`src/rtl/uart_pkg.sv`:
```
// uart_pkg: shared enums and parity helper for the UART core.
package uart_pkg;

    typedef enum logic [1:0] {PAR_NONE = 2'd0, PAR_EVEN = 2'd1, PAR_ODD = 2'd2} parity_e;

    typedef enum logic [2:0] {TX_IDLE, TX_START, TX_DATA, TX_PARITY, TX_STOP} tx_state_e;

    typedef enum logic [2:0] {RX_IDLE, RX_START, RX_DATA, RX_PARITY, RX_STOP, RX_BRK} rx_state_e;

    // Words narrower than 9 bits are zero-extended, which leaves the XOR unchanged.
    function automatic logic calc_parity(input logic [8:0] data, input parity_e mode);
        return (mode == PAR_ODD) ? ~^data : (mode == PAR_EVEN) ? ^data : 1'b0;
    endfunction

endpackage

```
`src/rtl/uart_baud_gen.sv`:
```
// uart_baud_gen: free-running divider producing the RX oversample enable tick.
module uart_baud_gen #(
    parameter int TICK_DIV = 5
) (
    input  logic clk_i,
    input  logic arst_i,
    output logic tick_o
);

    localparam int W = $clog2(TICK_DIV + 1);

    logic [W-1:0] cnt_q, cnt_d;

    assign tick_o = cnt_q == W'(TICK_DIV - 1);
    assign cnt_d  = tick_o ? '0 : cnt_q + 1'b1;

    always_ff @(posedge clk_i or posedge arst_i) begin
        if (arst_i) cnt_q <= '0;
        else        cnt_q <= cnt_d;
    end

endmodule

```
`src/rtl/uart_core.sv`:
```
// uart_core: full-duplex UART with oversampled RX, parity/framing/overrun status.
// Optional internal TX->RX loop enabled by defining UART_LOOPBACK_EN.
module uart_core
    import uart_pkg::*;
#(
    parameter int D_WIDTH     = 8,
    parameter int CLK_FREQ_HZ = 50_000_000,
    parameter int BAUD        = 1_000_000,
    parameter int OVERSAMPLE  = 10,
    parameter int PARITY_MODE = 1,
    parameter int STOP_BITS   = 1
) (
    input  logic               clk_i,
    input  logic               arst_i,
    input  logic [D_WIDTH-1:0] tx_data_i,
    input  logic               tx_valid_i,
    output logic               tx_ready_o,
    output logic               tx_o,
    input  logic               rx_i,
    output logic [D_WIDTH-1:0] rx_data_o,
    output logic               rx_valid_o,
    input  logic               rx_ready_i,
    output logic               rx_parity_err_o,
    output logic               rx_frame_err_o,
    output logic               rx_overrun_o,
    input  logic               loopback_i
);

    localparam int      BIT_CLKS = CLK_FREQ_HZ / BAUD;
    localparam int      TICK_DIV = BIT_CLKS / OVERSAMPLE;
    localparam int      CNT_W    = $clog2(BIT_CLKS + 1);
    localparam int      IDX_W    = $clog2(D_WIDTH + 1);
    localparam int      TCNT_W   = $clog2(OVERSAMPLE + 1);
    localparam parity_e PAR      = parity_e'(2'(PARITY_MODE));

    if (TICK_DIV < 1 || BIT_CLKS % OVERSAMPLE != 0 || OVERSAMPLE < 4 || OVERSAMPLE % 2 != 0) begin : g_bad_cfg
        $error("uart_core: BIT_CLKS must be a nonzero multiple of an even OVERSAMPLE >= 4");
    end

    logic rx_src;
    logic tx_q, tx_d;

`ifdef UART_LOOPBACK_EN
    assign rx_src = loopback_i ? tx_q : rx_i;
    assign tx_o   = tx_q | loopback_i;
`else
    logic unused_loopback;
    assign unused_loopback = loopback_i;
    assign rx_src = rx_i;
    assign tx_o   = tx_q;
`endif

    tx_state_e          tx_state_q, tx_state_d;
    logic [CNT_W-1:0]   bit_cnt_q, bit_cnt_d;
    logic [IDX_W-1:0]   tidx_q, tidx_d;
    logic [D_WIDTH-1:0] tshift_q, tshift_d;
    logic               tpar_q, tpar_d;
    logic               bit_end;

    assign bit_end    = bit_cnt_q == CNT_W'(BIT_CLKS - 1);
    assign tx_ready_o = tx_state_q == TX_IDLE;

    always_comb begin
        tx_state_d = tx_state_q;
        bit_cnt_d  = bit_end ? '0 : bit_cnt_q + 1'b1;
        tidx_d     = tidx_q;
        tshift_d   = tshift_q;
        tpar_d     = tpar_q;
        case (tx_state_q)
            TX_IDLE: begin
                bit_cnt_d = '0;
                if (tx_valid_i) begin
                    tx_state_d = TX_START;
                    tshift_d   = tx_data_i;
                    tpar_d     = calc_parity(9'(tx_data_i), PAR);
                    tidx_d     = '0;
                end
            end
            TX_START: if (bit_end) tx_state_d = TX_DATA;
            TX_DATA: if (bit_end) begin
                tshift_d = tshift_q >> 1;
                tidx_d   = (tidx_q == IDX_W'(D_WIDTH - 1)) ? '0 : tidx_q + 1'b1;
                if (tidx_q == IDX_W'(D_WIDTH - 1)) tx_state_d = (PAR == PAR_NONE) ? TX_STOP : TX_PARITY;
            end
            TX_PARITY: if (bit_end) tx_state_d = TX_STOP;
            TX_STOP: if (bit_end) begin
                tidx_d = tidx_q + 1'b1;
                if (tidx_q == IDX_W'(STOP_BITS - 1)) tx_state_d = TX_IDLE;
            end
            default: tx_state_d = TX_IDLE;
        endcase
        // Line level is registered from the next state so tx has no combinational glitches.
        tx_d = (tx_state_d == TX_START)  ? 1'b0 :
               (tx_state_d == TX_DATA)   ? tshift_d[0] :
               (tx_state_d == TX_PARITY) ? tpar_d : 1'b1;
    end

    always_ff @(posedge clk_i or posedge arst_i) begin
        if (arst_i) begin
            tx_state_q <= TX_IDLE;
            bit_cnt_q  <= '0;
            tidx_q     <= '0;
            tshift_q   <= '0;
            tpar_q     <= 1'b0;
            tx_q       <= 1'b1;
        end else begin
            tx_state_q <= tx_state_d;
            bit_cnt_q  <= bit_cnt_d;
            tidx_q     <= tidx_d;
            tshift_q   <= tshift_d;
            tpar_q     <= tpar_d;
            tx_q       <= tx_d;
        end
    end

    logic [1:0] sync_q;
    logic       rx_s, tick;

    assign rx_s = sync_q[1];

    always_ff @(posedge clk_i or posedge arst_i) begin
        if (arst_i) sync_q <= 2'b11;
        else        sync_q <= {sync_q[0], rx_src};
    end

    uart_baud_gen #(.TICK_DIV(TICK_DIV)) u_baud (
        .clk_i  (clk_i),
        .arst_i (arst_i),
        .tick_o (tick)
    );

    rx_state_e          rx_state_q, rx_state_d;
    logic [TCNT_W-1:0]  tcnt_q, tcnt_d;
    logic [IDX_W-1:0]   ridx_q, ridx_d;
    logic [D_WIDTH-1:0] rshift_q, rshift_d;
    logic               rpar_q, rpar_d, rferr_q, rferr_d;
    logic               samp, load;

    assign samp = tick && tcnt_q == TCNT_W'(OVERSAMPLE - 1);

    always_comb begin
        rx_state_d = rx_state_q;
        tcnt_d     = tick ? tcnt_q + 1'b1 : tcnt_q;
        ridx_d     = ridx_q;
        rshift_d   = rshift_q;
        rpar_d     = rpar_q;
        rferr_d    = rferr_q;
        load       = 1'b0;
        case (rx_state_q)
            RX_IDLE: if (tick && !rx_s) begin
                rx_state_d = RX_START;
                tcnt_d     = '0;
                rferr_d    = 1'b0;
            end
            RX_START: if (tick && tcnt_q == TCNT_W'(OVERSAMPLE / 2 - 1)) begin
                tcnt_d     = '0;
                ridx_d     = '0;
                rx_state_d = rx_s ? RX_IDLE : RX_DATA;
            end
            RX_DATA: if (samp) begin
                tcnt_d   = '0;
                rshift_d = {rx_s, rshift_q[D_WIDTH-1:1]};
                ridx_d   = (ridx_q == IDX_W'(D_WIDTH - 1)) ? '0 : ridx_q + 1'b1;
                if (ridx_q == IDX_W'(D_WIDTH - 1)) rx_state_d = (PAR == PAR_NONE) ? RX_STOP : RX_PARITY;
            end
            RX_PARITY: if (samp) begin
                tcnt_d     = '0;
                rpar_d     = rx_s;
                rx_state_d = RX_STOP;
            end
            RX_STOP: if (samp) begin
                tcnt_d  = '0;
                rferr_d = rferr_q | ~rx_s;
                ridx_d  = ridx_q + 1'b1;
                if (ridx_q == IDX_W'(STOP_BITS - 1)) begin
                    load       = 1'b1;
                    rx_state_d = rferr_d ? RX_BRK : RX_IDLE;
                end
            end
            RX_BRK: if (tick && rx_s) rx_state_d = RX_IDLE;
            default: rx_state_d = RX_IDLE;
        endcase
    end

    always_ff @(posedge clk_i or posedge arst_i) begin
        if (arst_i) begin
            rx_state_q <= RX_IDLE;
            tcnt_q     <= '0;
            ridx_q     <= '0;
            rshift_q   <= '0;
            rpar_q     <= 1'b0;
            rferr_q    <= 1'b0;
        end else begin
            rx_state_q <= rx_state_d;
            tcnt_q     <= tcnt_d;
            ridx_q     <= ridx_d;
            rshift_q   <= rshift_d;
            rpar_q     <= rpar_d;
            rferr_q    <= rferr_d;
        end
    end

    logic [D_WIDTH-1:0] data_q, data_d;
    logic               valid_q, valid_d, perr_q, perr_d, ferr_q, ferr_d, ovr_q, ovr_d;
    logic               take;

    // A new word may replace the held one only when the consumer empties it in the same clk.
    assign take    = load && (!valid_q || rx_ready_i);
    assign valid_d = take ? 1'b1 : (valid_q && rx_ready_i) ? 1'b0 : valid_q;
    assign data_d  = take ? rshift_q : data_q;
    assign perr_d  = take ? (PAR != PAR_NONE && rpar_q != calc_parity(9'(rshift_q), PAR)) : perr_q;
    assign ferr_d  = take ? rferr_d : ferr_q;
    assign ovr_d   = load && valid_q && !rx_ready_i;

    always_ff @(posedge clk_i or posedge arst_i) begin
        if (arst_i) begin
            data_q  <= '0;
            valid_q <= 1'b0;
            perr_q  <= 1'b0;
            ferr_q  <= 1'b0;
            ovr_q   <= 1'b0;
        end else begin
            data_q  <= data_d;
            valid_q <= valid_d;
            perr_q  <= perr_d;
            ferr_q  <= ferr_d;
            ovr_q   <= ovr_d;
        end
    end

    assign rx_data_o       = data_q;
    assign rx_valid_o      = valid_q;
    assign rx_parity_err_o = perr_q;
    assign rx_frame_err_o  = ferr_q;
    assign rx_overrun_o    = ovr_q;

endmodule

```
`config.mk`:
```
export PLATFORM = sky130hd
export DESIGN_NAME = uart_core
export DESIGN_NICKNAME = d
export VERILOG_FILES = /design/src/rtl/uart_pkg.sv /design/src/rtl/uart_baud_gen.sv /design/src/rtl/uart_core.sv
export SDC_FILE = /design/constraint.sdc
export NUM_CORES = 1
export LEC_CHECK = 0
export CORE_UTILIZATION = 56
export CTS_CLUSTER_SIZE = 10
export DETAILED_ROUTE_END_ITERATION = 10
export PLACE_DENSITY = 0.78
export SYNTH_ARGS = -nofsm -noshare
export SYNTH_HDL_FRONTEND = slang
export SYNTH_HIERARCHICAL = 1
export SYNTH_SLANG_ARGS = --single-unit
```
`constraint.sdc`:
```
create_clock -name clk_i -period 2.6 [get_ports clk_i]
set_clock_uncertainty 0.15 [all_clocks]
set_input_delay 0.52 -clock clk_i [delete_from_list [all_inputs] [get_ports clk_i]]
set_output_delay 0.52 -clock clk_i [all_outputs]
set_load 0.02 [all_outputs]
```
==> impl_metrics.ini, run 1 <==
[status]
run_status = finished clean

[synthesis]
asyncSetResetFlopFracSynth_pct = 100
ys.warnings.count = 6
post_synth_edffs = 0
leading_cell_type_by_number_of_instances_after_synthesis = sky130_fd_sc_hd__dfrtp_1
top_reg_cell_synth = sky130_fd_sc_hd__dfrtp_1
yosysUniqueCellTypes = 57
synth.yosys.seq_area_share_pct = 48.7
yosys-top-cells-area = sky130_fd_sc_hd__dfrtp_1, sky130_fd_sc_hd__mux2_2, sky130_fd_sc_hd__xnor2_1
ys_top_cells_by_count = sky130_fd_sc_hd__dfrtp_1, sky130_fd_sc_hd__nand2_1, sky130_fd_sc_hd__nor2_1
netlist_instances = 291
syn-mean-instance-area_um2 = 10.8
synth_top_area_share_pct = 46.2
cell_type_with_the_highest_aggregate_area_in_the_netlist = sky130_fd_sc_hd__dfrtp_1
syn-cell-area_mm2 = 0.00314
postSynthNetCount = 316
synth_seq_cells = 61

[clocking]
clk_latency_ns = 0.33
tritoncts = built
ctsResizeCount = 0
cts_hold_buf = 0
numCtsBuffers = 9
clk_buf_depth = 2
path_clk_slew_ns = 0.07
ctsHtreeMaxLevel = 3
post_cts_setup_buffer_count = 0
cts_root_buffer = sky130_fd_sc_hd__clkbuf_8
clock-sinks = 61

[route]
via_count = 2179
wl_per_cell_um = 13.5
post_drt_via_cell_ratio = 5.47
detailedRoute.firstPassIterationCount = 5
route.antenna.remaining_nets = 0
drt-total-wl_mm = 5.38
drc_errors = 0
dr.first_iter.drc_count = 141

[global_routing]
global_route_total_overflow = 0
maximum_number_of_pins_on_one_net_before_global_route_repair = 24
groute.layer.met3.usage_pct = 3.81
initial_antenna_violation_count = 0
groute.layer.met1.usage_pct = 27.5
global_route_wire_length_before_repair_mm = 9.52
grt.met2_usage_pct = 31.9
first_global_vias = 2085
grt-busiest-layer = met2
gr-usage-all-layers_pct = 20.6

[timing]
tightestPinTransition_ns = 0.579
timing.final.hold_violations = 0
setup_viol = 0
final_period_minus_worst_setup_slack_ns = 2.47
achievable-frequency_ghz = 0.406
slew_headroom_pct = 61.2
timing.final.crit_share_pct = 94.8
rsz0062_at_grt = false
max_slew_violation_total_from_the_final_report = 0
final.setup.tns_ns = 0

[floorplan]
design.die.area_mm2 = 0.00592
design.core.area_mm2 = 0.00527
die_width_um = 76.9
die_height_um = 76.9
ios = 28
rows = 26
floorplan.initialDensity_pct = 59.7

[final_layout]
fin_nets = 348
syn_to_final_growth_pct = 16.9
cell_area_after_layout_mm2 = 0.00367
final_core_util_pct = 69.7
antenna_cells_inserted = 0
proportion_of_layout_cells_with_a_drive_suffix_above_1_pct = 17.4

[worst_setup_path]
slowest_delay_ns = 0.65
worst_setup_path_end_kind = output port
crit_slowest_cell = sky130_fd_sc_hd__clkdlybuf4s50_1
worst_ep_arrival_ns = 1.80
worstPathCellList = nor3_1 -> clkdlybuf4s50_1
timing.critical_path.from_type = flip-flop
criticalPathCategory = reg2out
critPathRequiredTime_ns = 1.93
largest_fanout_on_the_critical_path = 10

[pwr]
static-leakage-power_nw = 1.63
net-switching-power_uw = 696
cellInternalPower_mw = 1.70
vdd_drop_max_v = 0.000382
power.density_mw_per_mm2 = 652
sequentialPowerShare_pct = 46.1
power.clock.fraction_pct = 34.6
switching_share_pct = 29.1
p_comb_share_pct = 19.3

[min_path]
worstHoldPathType = reg2reg

[placement]
placed_standard_cell_area_mm2 = 0.00348
io_buffers = 26
finalWeightedCongestion = 0.765
dp_hpwl_mm = 3.84

[job]
drv_cap = 0
worst max-delay path: cells and delay by family (launching register included):
family                 cells  cell delay (ns)
buffers and inverters      1             0.65
DFF                        1             0.51
and+or+nand+nor            1             0.30
final cells by class:
type	instances	area [um2]
Clock buffer	12	145
Fill cell	416	1600
Inverter	13	48.8
Timing Repair Buffer	31	310
Sequential cell	61	1530
Clock inverter	4	47.5
Multi-Input combinational cell	207	1510
Tap cell	70	87.6
metal layers:
layer / routed length (um) / vias to the layer above / share of wire [%]
met5: 0 / - / 0
met4: 85 / 0 / 1.6
met3: 204 / 6 / 3.8
met2: 2540 / 45 / 47
met1: 2550 / 1051 / 47
li1: - / 1077 / -
placed cells by master, fill, tap and decap left out, drive strengths merged, types with 2 or more instances in the layout:
master,count
mux2i,5
nand3,12
dfrtp,58
nand3b,2
and2,2
o21ai,12
nor3b,6
o31ai,2
nor4b,2
a22oi,7
mux2,20
clkbuf,12
inv,13
a21oi,5
nor3,3
buf,5
nor2b,6
dfstp,3
nand2b,7
nor4,2
nor2,27
o211ai,2
ha,11
and4b,2
clkinv,2
nand2,30
nand4b,2
clkdlybuf4s50,26
a31oi,2
xor2,5
xnor2,17
registers in the layout, indices dropped and copies added (netlist names):
name,count
rshift_q,8
rx_data_o,8
tshift_q,8
bit_cnt_q,6
ridx_q,4
tcnt_q,4
tidx_q,4
rx_state_q,3
tx_state_q,3
u_baud/cnt_q,3
sync_q,2
rferr_q,1
rpar_q,1
rx_frame_err_o,1
rx_overrun_o,1
rx_parity_err_o,1
rx_valid_o,1
tpar_q,1
tx_o,1
kinds of logic (layout without fill, tap and decap cells):
| kind of cell | count (synthesis) | in the layout | synth area share (%) |
|---|---|---|---|
| buf+inv | 23 | 60 | 3.46 |
| simple gates | 108 | 108 | 18.7 |
| compound gates | 41 | 41 | 9.87 |
| flops | 61 | 61 | 48.7 |
| fa+ha+maj | 11 | 11 | 4.38 |
| mux | 25 | 25 | 8.75 |
| xor+xnor | 22 | 22 | 6.13 |
metrics by stage:
stage,total power [mW],instances,hold WS (ns),setup slack [ns]
2_1_floorplan,1.48,291,0.124,0.462
6_report,2.40,398,0.206,0.135
4_1_cts,2.42,398,0.206,0.100
3_3_place_gp,1.57,382,0.196,0.353
5_1_grt,2.52,398,0.207,0.0569
3_5_place_dp,1.59,382,0.197,0.352
power by group through the flow:
stage                     registers [mW]  clock network [mW]  logic [mW]
after global routing                1.11               0.880       0.531
after floorplan                     1.09                   0       0.390
final                               1.10               0.828       0.463
after CTS                           1.10               0.849       0.468
after detailed placement            1.12                   0       0.469
after global placement              1.12                   0       0.449
final timing paths:
| check | start | end | slack [ns] | cells after the start |
|---|---|---|---|---|
| hold / removal | sync_q[0]$_DFF_PP1_ | sync_q[1]$_DFF_PP1_ | 0.21 | 0 |
| setup / recovery | tx_state_q[2]$_DFF_PP0_ | tx_ready_o | 0.13 | 2 |
| setup reg to reg | u_baud/cnt_q[0]$_DFF_PP0_ | ridx_q[3]$_DFFE_PP0P_ | 0.36 | 8 |
| min in group asynchronous | arst_i | u_baud/cnt_q[1]$_DFF_PP0_ | 0.25 | 2 |
| hold reg to reg | sync_q[0]$_DFF_PP1_ | sync_q[1]$_DFF_PP1_ | 0.21 | 0 |
| max in group asynchronous | arst_i | rshift_q[7]$_DFFE_PP0P_ | 1.31 | 3 |
(Power assumes the default switching activity.)
==> run 2, diff against run 1 <==
--- a/config.mk
+++ b/config.mk
@@ -5,10 +5,13 @@
 export SDC_FILE = /design/constraint.sdc
 export NUM_CORES = 1
 export LEC_CHECK = 0
-export CORE_UTILIZATION = 56
+export ABC_AREA = 1
+export CELL_PAD_IN_SITES_DETAIL_PLACEMENT = 1
+export CELL_PAD_IN_SITES_GLOBAL_PLACEMENT = 1
+export CORE_UTILIZATION = 43
 export CTS_CLUSTER_SIZE = 10
 export DETAILED_ROUTE_END_ITERATION = 10
-export PLACE_DENSITY = 0.78
+export PLACE_DENSITY_LB_ADDON = 0.1
 export SYNTH_ARGS = -nofsm -noshare
 export SYNTH_HDL_FRONTEND = slang
 export SYNTH_HIERARCHICAL = 1
==> impl_metrics.ini, run 2 <==
[synthesis]
ys_top_cells_by_count = sky130_fd_sc_hd__nand2_1, sky130_fd_sc_hd__dfrtp_1, sky130_fd_sc_hd__inv_1
synth_top_area_share_pct = 44.1
yosysUniqueCellTypes = 38
syn-cell-area_mm2 = 0.00329
post_synth_edffs = 0
yosys-top-cells-area = sky130_fd_sc_hd__dfrtp_1, sky130_fd_sc_hd__nand2_1, sky130_fd_sc_hd__inv_1
postSynthNetCount = 428
synth.yosys.seq_area_share_pct = 46.4
ys.warnings.count = 6
asyncSetResetFlopFracSynth_pct = 100
leading_cell_type_by_number_of_instances_after_synthesis = sky130_fd_sc_hd__nand2_1
cell_type_with_the_highest_aggregate_area_in_the_netlist = sky130_fd_sc_hd__dfrtp_1
top_reg_cell_synth = sky130_fd_sc_hd__dfrtp_1
synth_seq_cells = 61
netlist_instances = 403
syn-mean-instance-area_um2 = 8.17

[pwr]
power.density_mw_per_mm2 = 618
p_comb_share_pct = 19.3
net-switching-power_uw = 732
sequentialPowerShare_pct = 43.3
switching_share_pct = 30.4
static-leakage-power_nw = 1.99
cellInternalPower_mw = 1.68
vdd_drop_max_v = 0.000324
power.clock.fraction_pct = 37.4

[final_layout]
proportion_of_layout_cells_with_a_drive_suffix_above_1_pct = 12.6
fin_nets = 464
most_frequent_standard_cell_in_the_layout_excluding_fill_and_tap_cells = sky130_fd_sc_hd__nand2_1
final_core_util_pct = 53.1
syn_to_final_growth_pct = 18.2
most-common-layout-cells = sky130_fd_sc_hd__nand2_1, sky130_fd_sc_hd__dfrtp_1, sky130_fd_sc_hd__inv_1
antenna_cells_inserted = 0

[worst_setup_path]
worst_setup_path_end_kind = output port
worst_ep_arrival_ns = 1.77
crit_slowest_cell = sky130_fd_sc_hd__clkdlybuf4s50_1
critPathRequiredTime_ns = 1.93
slowest_delay_ns = 0.60
ff2ff_setup_slack_ns = 0.66
criticalPathCategory = reg2out
cp_num_buf_inv = 2
critPathTopFamily = buffers and inverters
worstPathCellList = nor2_2 -> nand2_1 -> inv_1 -> clkdlybuf4s50_1
largest_fanout_on_the_critical_path = 4
timing.critical_path.from_type = flip-flop

[global_routing]
first_global_vias = 2802
maximum_number_of_pins_on_one_net_before_global_route_repair = 59
initial_antenna_violation_count = 0
gr-usage-all-layers_pct = 20.3
global_route_wire_length_before_repair_mm = 12.4
global_route_total_overflow = 0

[floorplan]
die_height_um = 89.5
die_width_um = 89.5
design.core.area_mm2 = 0.00733
floorplan.initialDensity_pct = 44.9
design.die.area_mm2 = 0.00802
rows = 31
ios = 28

[clocking]
ctsResizeCount = 0
numCtsBuffers = 9
clock-sinks = 61
path_clk_slew_ns = 0.07
post_cts_setup_buffer_count = 0
clk_latency_ns = 0.33
tritoncts = built
cts_hold_buf = 0
ctsHtreeMaxLevel = 3
clk_buf_depth = 2
cts_root_buffer = sky130_fd_sc_hd__clkbuf_8

[timing]
timing.final.crit_share_pct = 93.7
timing.final.ws_setup_ns = 0.163
final.setup.tns_ns = 0
max_slew_violation_total_from_the_final_report = 0
achievable-frequency_ghz = 0.410
tightestPinTransition_ns = 0.586
final_period_minus_worst_setup_slack_ns = 2.44
setup_viol = 0
slew_headroom_pct = 60.5
rsz0062_at_grt = false
timing.final.hold_violations = 0

[job]
drv_cap = 0

[route]
drt-total-wl_mm = 7.12
via_count = 2666
dr.first_iter.drc_count = 69
wl_per_cell_um = 13.1
route.antenna.remaining_nets = 0
detailedRoute.firstPassIterationCount = 4
post_drt_via_cell_ratio = 4.91
drc_errors = 0

[status]
run_status = finished clean

[min_path]
worstHoldPathType = reg2reg

[placement]
dp_hpwl_mm = 5.14
io_buffers = 26
finalWeightedCongestion = 0.787
place_ws_ns = 0.483
[run 2: changes by cell type in the layout (fill, tap and decap cells not counted), moves of 6 or more]
cell                       previous run  this run
sky130_fd_sc_hd__nand2b_1             7         0
sky130_fd_sc_hd__inv_2                1         7
sky130_fd_sc_hd__nand2_1             29       118
sky130_fd_sc_hd__nor2b_1              6         0
sky130_fd_sc_hd__mux2_2              20         0
sky130_fd_sc_hd__o21ai_0             11        24
sky130_fd_sc_hd__o21ai_2              0         9
sky130_fd_sc_hd__nand3_1             11        24
sky130_fd_sc_hd__xnor2_1             17         8
sky130_fd_sc_hd__a22oi_1              7         0
sky130_fd_sc_hd__inv_1               12        50
sky130_fd_sc_hd__xor2_1               5        11
[run 2: power by group through the flow]
stage / sequential [mW] / clock, mW / combinational (mW)
2_1_floorplan: 1.06 / 0 / 0.336
3_3_place_gp: 1.06 / 0 / 0.451
3_5_place_dp: 1.06 / 0 / 0.468
4_1_cts: 1.04 / 0.922 / 0.475
5_1_grt: 1.05 / 0.953 / 0.538
6_report: 1.04 / 0.901 / 0.465
[run 2: worst paths after layout]
| check | startpoint | cells after the start | endpoint |
|---|---|---|---|
| max | tx_state_q[2]$_DFF_PP0_ | 4 | tx_ready_o |
| min | sync_q[0]$_DFF_PP1_ | 0 | sync_q[1]$_DFF_PP1_ |
| max reg2reg | u_baud/cnt_q[0]$_DFF_PP0_ | 10 | tcnt_q[1]$_DFF_PP0_ |
| min reg2reg | sync_q[0]$_DFF_PP1_ | 0 | sync_q[1]$_DFF_PP1_ |
| max in group asynchronous | arst_i | 3 | tx_o$_DFF_PP1_ |
| min in group asynchronous | arst_i | 2 | u_baud/cnt_q[2]$_DFF_PP0_ |
[run 2: routing by layer]
layer  part of all wire (%)  global-route usage [%]  vias up
li1                       -                       -     1342
met1                     48                    25.8     1280
met2                     48                    34.6       33
met3                    2.0                    3.05       11
met4                    1.7                    8.23        0
met5                      0                       0        -
[run 2: per-stage QoR]
step / power (mW) / cells / area (um2) / hold WS [ns]
global route: 2.54 / 543 / 3890 / 0.215
global placement: 1.51 / 527 / 3680 / 0.196
floorplan: 1.39 / 403 / 3290 / 0.124
CTS: 2.44 / 543 / 3890 / 0.208
finish: 2.41 / 543 / 3890 / 0.207
detailed placement: 1.53 / 527 / 3680 / 0.198
[run 2: cell families (layout without fill, tap and decap cells)]
logic type	after synthesis	in the layout	synth area share, %
buffers and inverters	62	103	7.52
XOR/XNOR	19	19	5.05
adder cells (fa/ha/maj)	11	11	4.18
AND/OR/NAND/NOR	197	197	26.6
flip-flops	61	61	46.4
AO/OA/AOI/OAI	53	53	10.2
[run 2: layout make-up]
| class | instances | area, um2 |
|---|---|---|
| inverters | 59 | 224 |
| clock inverters | 3 | 42.5 |
| flip-flops and latches | 61 | 1530 |
| multi-input cells | 280 | 1520 |
| well taps | 99 | 124 |
| clock buffers | 13 | 169 |
| fillers | 893 | 3440 |
| repair buffers | 28 | 288 |
==> run 3, diff against run 2 <==
--- a/config.mk
+++ b/config.mk
@@ -12,6 +12,7 @@
 export CTS_CLUSTER_SIZE = 10
 export DETAILED_ROUTE_END_ITERATION = 10
 export PLACE_DENSITY_LB_ADDON = 0.1
+export SLEW_MARGIN = 20
 export SYNTH_ARGS = -nofsm -noshare
 export SYNTH_HDL_FRONTEND = slang
 export SYNTH_HIERARCHICAL = 1
==> results of run 3 <==
The final DEF is identical to that of run 2; final timing and power are the same.
